--- src/rtl/rx_comando_ctrl.sv ---
// rx_comando_ctrl: assembles '#'...';' frames from the 7E1 receiver's
// character stream into a small buffer and hands each complete command to
// the consumer through a level-held cmd_pronto / cmd_ack handshake.
// Parity errors, overlong frames and inter-character timeouts are rejected
// and the number of discarded frames is tracked in a saturating counter.
module rx_comando_ctrl #(
    parameter int AW      = 3,
    parameter int TIMEOUT = 43400,
    parameter int TW      = 16
) (
    input  logic          clock,
    input  logic          reset,
    input  logic          rx_pronto,
    input  logic [6:0]    rx_dados,
    input  logic          rx_erro,
    input  logic          cmd_ack,
    input  logic [AW-1:0] rd_addr,
    output logic [6:0]    rd_data,
    output logic          cmd_pronto,
    output logic [AW:0]   cmd_len,
    output logic          erro_quadro,
    output logic [7:0]    cnt_descartes,
    output logic [3:0]    db_estado
);

    localparam int          MAX_LEN    = 2 ** AW;
    localparam logic [AW:0] LEN_CHEIO  = (AW + 1)'(MAX_LEN);
    localparam logic [TW-1:0] TIMER_FIM = TW'(TIMEOUT - 1);
    localparam logic [6:0]  CHR_INICIO = 7'h23;  // '#'
    localparam logic [6:0]  CHR_FIM    = 7'h3B;  // ';'

    typedef enum logic [1:0] {
        ESPERA   = 2'd0,
        RECEBE   = 2'd1,
        PRONTO   = 2'd2,
        DESCARTA = 2'd3
    } estado_t;

    estado_t       estado;
    logic [AW:0]   comp;              // payload characters stored so far
    logic [TW-1:0] timer;             // cycles since the last character
    logic [6:0]    mem [MAX_LEN];

    function automatic logic [7:0] sat_inc(input logic [7:0] v);
        return (v == 8'hFF) ? v : v + 8'd1;
    endfunction

    // Buffer read port is purely combinational; addresses past cmd_len show stale data.
    assign rd_data   = mem[rd_addr];
    assign db_estado = {2'b00, estado};

    // Frame sequencer: state, buffer, timer and all registered outputs.
    always_ff @(posedge clock) begin
        if (reset) begin
            estado        <= ESPERA;
            comp          <= '0;
            timer         <= '0;
            cmd_pronto    <= 1'b0;
            cmd_len       <= '0;
            erro_quadro   <= 1'b0;
            cnt_descartes <= '0;
            // NOTE: the buffer is small and must read back as zero after reset,
            // so it is built from flops and cleared here rather than left as RAM.
            for (int i = 0; i < MAX_LEN; i++) begin
                mem[i] <= '0;
            end
        end else begin
            // NOTE: every register here uses <= so all branches see pre-edge values.
            erro_quadro <= 1'b0;
            case (estado)
                ESPERA: begin
                    timer <= '0;
                    if (rx_pronto && !rx_erro && rx_dados == CHR_INICIO) begin
                        estado <= RECEBE;
                        comp   <= '0;
                    end
                end

                RECEBE: begin
                    if (rx_pronto) begin
                        timer <= '0;
                        if (rx_erro) begin
                            estado        <= DESCARTA;
                            erro_quadro   <= 1'b1;
                            cnt_descartes <= sat_inc(cnt_descartes);
                        end else if (rx_dados == CHR_INICIO) begin
                            comp <= '0;
                        end else if (rx_dados == CHR_FIM) begin
                            if (comp == '0) begin
                                estado <= ESPERA;
                            end else begin
                                estado     <= PRONTO;
                                cmd_pronto <= 1'b1;
                                cmd_len    <= comp;
                            end
                        end else if (comp == LEN_CHEIO) begin
                            estado        <= DESCARTA;
                            erro_quadro   <= 1'b1;
                            cnt_descartes <= sat_inc(cnt_descartes);
                        end else begin
                            mem[comp[AW-1:0]] <= rx_dados;
                            comp              <= comp + 1'b1;
                        end
                    end else if (timer == TIMER_FIM) begin
                        estado        <= ESPERA;
                        timer         <= '0;
                        erro_quadro   <= 1'b1;
                        cnt_descartes <= sat_inc(cnt_descartes);
                    end else begin
                        timer <= timer + 1'b1;
                    end
                end

                PRONTO: begin
                    timer <= '0;
                    // A new frame start while a command is held is lost but counted.
                    if (rx_pronto && rx_dados == CHR_INICIO) begin
                        cnt_descartes <= sat_inc(cnt_descartes);
                    end
                    if (cmd_ack) begin
                        estado     <= ESPERA;
                        cmd_pronto <= 1'b0;
                    end
                end

                DESCARTA: begin
                    if (rx_pronto) begin
                        timer <= '0;
                        if (rx_dados == CHR_FIM) begin
                            estado <= ESPERA;
                        end else if (rx_dados == CHR_INICIO && !rx_erro) begin
                            estado <= RECEBE;
                            comp   <= '0;
                        end
                    end else if (timer == TIMER_FIM) begin
                        estado <= ESPERA;
                        timer  <= '0;
                    end else begin
                        timer <= timer + 1'b1;
                    end
                end

                default: estado <= ESPERA;
            endcase
        end
    end

endmodule

--- config.mk ---
export PLATFORM = sky130hd
export DESIGN_NAME = rx_comando_ctrl
export DESIGN_NICKNAME = d
export VERILOG_FILES = /design/src/rtl/rx_comando_ctrl.sv
export SDC_FILE = /design/constraint.sdc
export NUM_CORES = 1
export LEC_CHECK = 0
export BUFFER_PORTS_ARGS = -buffer_cell sky130_fd_sc_hd__buf_4
export CORE_UTILIZATION = 50
export DETAILED_ROUTE_END_ITERATION = 8
export PLACE_DENSITY = 0.76
export SYNTH_ARGS = -nofsm -noshare
export SYNTH_HDL_FRONTEND = slang
export SYNTH_SLANG_ARGS = --single-unit
--- constraint.sdc ---
create_clock -name clock -period 4.5 [get_ports clock]
set_clock_uncertainty 0.1 [all_clocks]
set_input_delay 0.225 -clock clock [delete_from_list [all_inputs] [get_ports clock]]
set_output_delay 0.225 -clock clock [all_outputs]
set_load 0.03 [all_outputs]
==> results.md <==
* Status: completed
* Drt drc at 0
* Syn. warnings at 0
* Clk_lat worst skew at 350 ps
* Share of cells above drive strength 1 at 22.2%
* Most common cell after layout, fill and taps aside: edfxtp_1
* Vias/cell at 5.69
* Startpoint Class: flop
* Vert. Die Dim at 99.7 µm
* Slew Limit Fails at 0
* Sequential area share after synthesis at approximately 50%
* Pre-CTS setup slack at 1140 ps
* Clk pin slew, worst setup/hold paths at 90 ps
* Non-Filler Instances at 579
* Max Cap Viol at 0
* Total power at 1.92 mW
* Hold Path Class: in2reg
* Final TNS setup at 0 ps
* IO Pins at 40
* Distinct cells, synth at 62
* Post-CTS Setup Inserts at 0
* Port bufs at 37
* Placed cell count at 563
* Final Util at 57.8%
* Reg2reg start: estado[1]
* Largest net degree at the start of global routing at 31
* Area Growth Syn to Fin at 11.9%
* FF-to-FF path depth at 5
* CP max FO at 18
* Inserted Clock Buffers at 9
* Hold Crit Start: rx_pronto
* FMAX at 294 MHz
* Wirelength per Cell at 17.3 µm
* 1st-iter DRT viols at approximately 190
* Die ar. at 9940 µm²
* CP arrival at 3280 ps
* DR vias at 3296
* Final period util at 75.6%
* RSZ-0062 raised after global routing: false
* First-pass GRT wire length at ~16000 µm
* Hold path depth at 3
* Number of hold violations in the final report at 0
* Worst setup EP type: flop
* All-Layer GR Usage at 21.6%
* Seq cells post-synth at between 90 and 100
* Post-synth EDFFs at between 50 and 60
* Worst Max-Slew Pin Slew at 1010 ps
* Critical Path RT at 4380 ps
* Final min period at 3400 ps
* Netlist Area Pre-Place at 4770 µm²
* Cells after Synth at 418
* Clock buffer depth at 2
* Post-CTS sizing at 0
* Num rows at 35
* R2R Path End: mem[2][1]
* Crit path kind: reg2reg
* FF-to-FF setup slack at around 1100 ps
* Setup violators final at 0
* CTS Root Cell: clkbuf_8
* Vias in the first global route at 3260
* Fin nets at 469
* Placed Instance Area at around 5100 µm²
* Cell area after layout at 5340 µm²
* P per Cell Area at 360 nW/µm²
* Starting density of the core at 51.6%
* Core area at 9240 µm²
* DP Wirelength at 7220 µm
* Antenna violations before repair at 0
* Hold buffers post-CTS at 0
* Top_reg_cell synth: edfxtp_1
* TritonRoute pass-1 iters at 4
* Slowest cell on crit path: o21ai_0
* Diodes inserted at 0
* Most frequent cells in the layout: edfxtp_1 (56), and2_1 (52), nor2_1 (39)
* Final GP Congestion at 0.897
* Grt total ovfl at 0
* Clock sinks at 92
* Die Span X at 99.7 µm
* Mean Syn Cell Area at between 10 and 15 µm²
* Hold EP: estado[1]
* PnR worst setup slack at 1100 ps
* Static Leak at around 1.9 nW
* Post-DRT Antenna Nets at 0
* H-tree Lvls at 3
* TritonCTS clock tree: done
* VDD IR-drop max at 0.267 mV
* Max incr delay on CP at 860 ps
* Worst-path cell chain: inv_1 > ha_1 > nand3_1 > or4_1 > o21ai_0
* Final WL at around 10000 µm
* Asr flop ratio synth at 0%
* Max_slew headroom at about a third
* Fin Hold WS at 132 ps
-- per-layer routing --
metal | track usage, % | share of wire, %
met5 | 0 | 0
met4 | 6.00 | 1.2
met3 | 4.01 | 4.1
met2 | 37.0 | 50
met1 | 27.9 | 44
-- where the power goes --
part           switching (mW)  internal [mW]  total (mW)  leakage (nW)
clock                   0.291          0.283       0.574         0.107
sequential             0.0284          0.925       0.954         0.868
combinational           0.243          0.150       0.393         0.958
total                   0.562           1.36        1.92          1.93
-- worst max-delay path by stage --
| stage | start | to | cells after the start |
|---|---|---|---|
| after floorplan | comp[1] | mem[2][0] | 8 |
| final | estado[1] | mem[2][1] | 5 |
| after detailed placement | estado[1] | mem[2][2] | 5 |
| after global routing | estado[1] | mem[6][6] | 5 |
| after global placement | estado[1] | mem[2][0] | 5 |
| after CTS | estado[1] | mem[2][1] | 5 |
-- synthesized netlist by cell type, drive strengths merged, types with 5 or more instances --
master | number | share of area [%]
nand3 | 9 | 0.94
a21oi | 7 | 0.73
and2 | 52 | 6.8
ha | 9 | 2.4
mux2i | 6 | 1.3
xor2 | 8 | 1.5
edfxtp | 56 | 35
nand4 | 13 | 1.7
mux4 | 14 | 6.6
inv | 12 | 0.94
and3 | 6 | 0.79
o21ai | 10 | 1.0
mux2 | 15 | 3.5
or2 | 5 | 0.66
dfxtp | 36 | 15
nor3 | 12 | 1.6
nor2 | 42 | 3.8
buf | 7 | 0.81
clkbuf | 16 | 1.3
nor4 | 6 | 1.1
nor2b | 9 | 1.2
xnor2 | 7 | 1.3
nand2 | 16 | 1.3
-- kinds of logic (layout without fill, tap and decap cells) --
logic type / Yosys count / count (layout) / synth area share [%]
AND/OR/NAND/NOR: 189 / 189 / 23.1
flip-flops: 92 / 92 / 50.3
AO/OA/AOI/OAI: 42 / 42 / 6.90
multiplexers: 35 / 35 / 11.4
buffers and inverters: 35 / 66 / 3.04
XOR/XNOR: 15 / 15 / 2.75
adder cells (fa/ha/maj): 9 / 9 / 2.36
other: 1 / 2 / 0.0786
-- cell type report --
| type | instances | area, µm² |
|---|---|---|
| fillers | 783 | 3900 |
| well taps | 129 | 161 |
| clock buffers | 13 | 190 |
| clock inverters | 3 | 25.0 |
| multi-input cells | 292 | 2230 |
| repair buffers | 38 | 285 |
| flip-flops and latches | 92 | 2400 |
| inverters | 12 | 45.0 |
-- sequential cells by signal, indices dropped and copies added, names as in the netlist --
signal         cells
mem               56
timer             16
cnt_descartes      8
cmd_len            4
comp               4
estado             2
cmd_pronto         1
erro_quadro        1
-- worst max-delay path: cells and delay by family, from the launching register on --
family	cells	cell delay, ps
flops	1	350
simple gates	2	980
buf+inv	1	130
fa+ha+maj	1	600
compound gates	1	860
(Power assumes the default switching activity.)
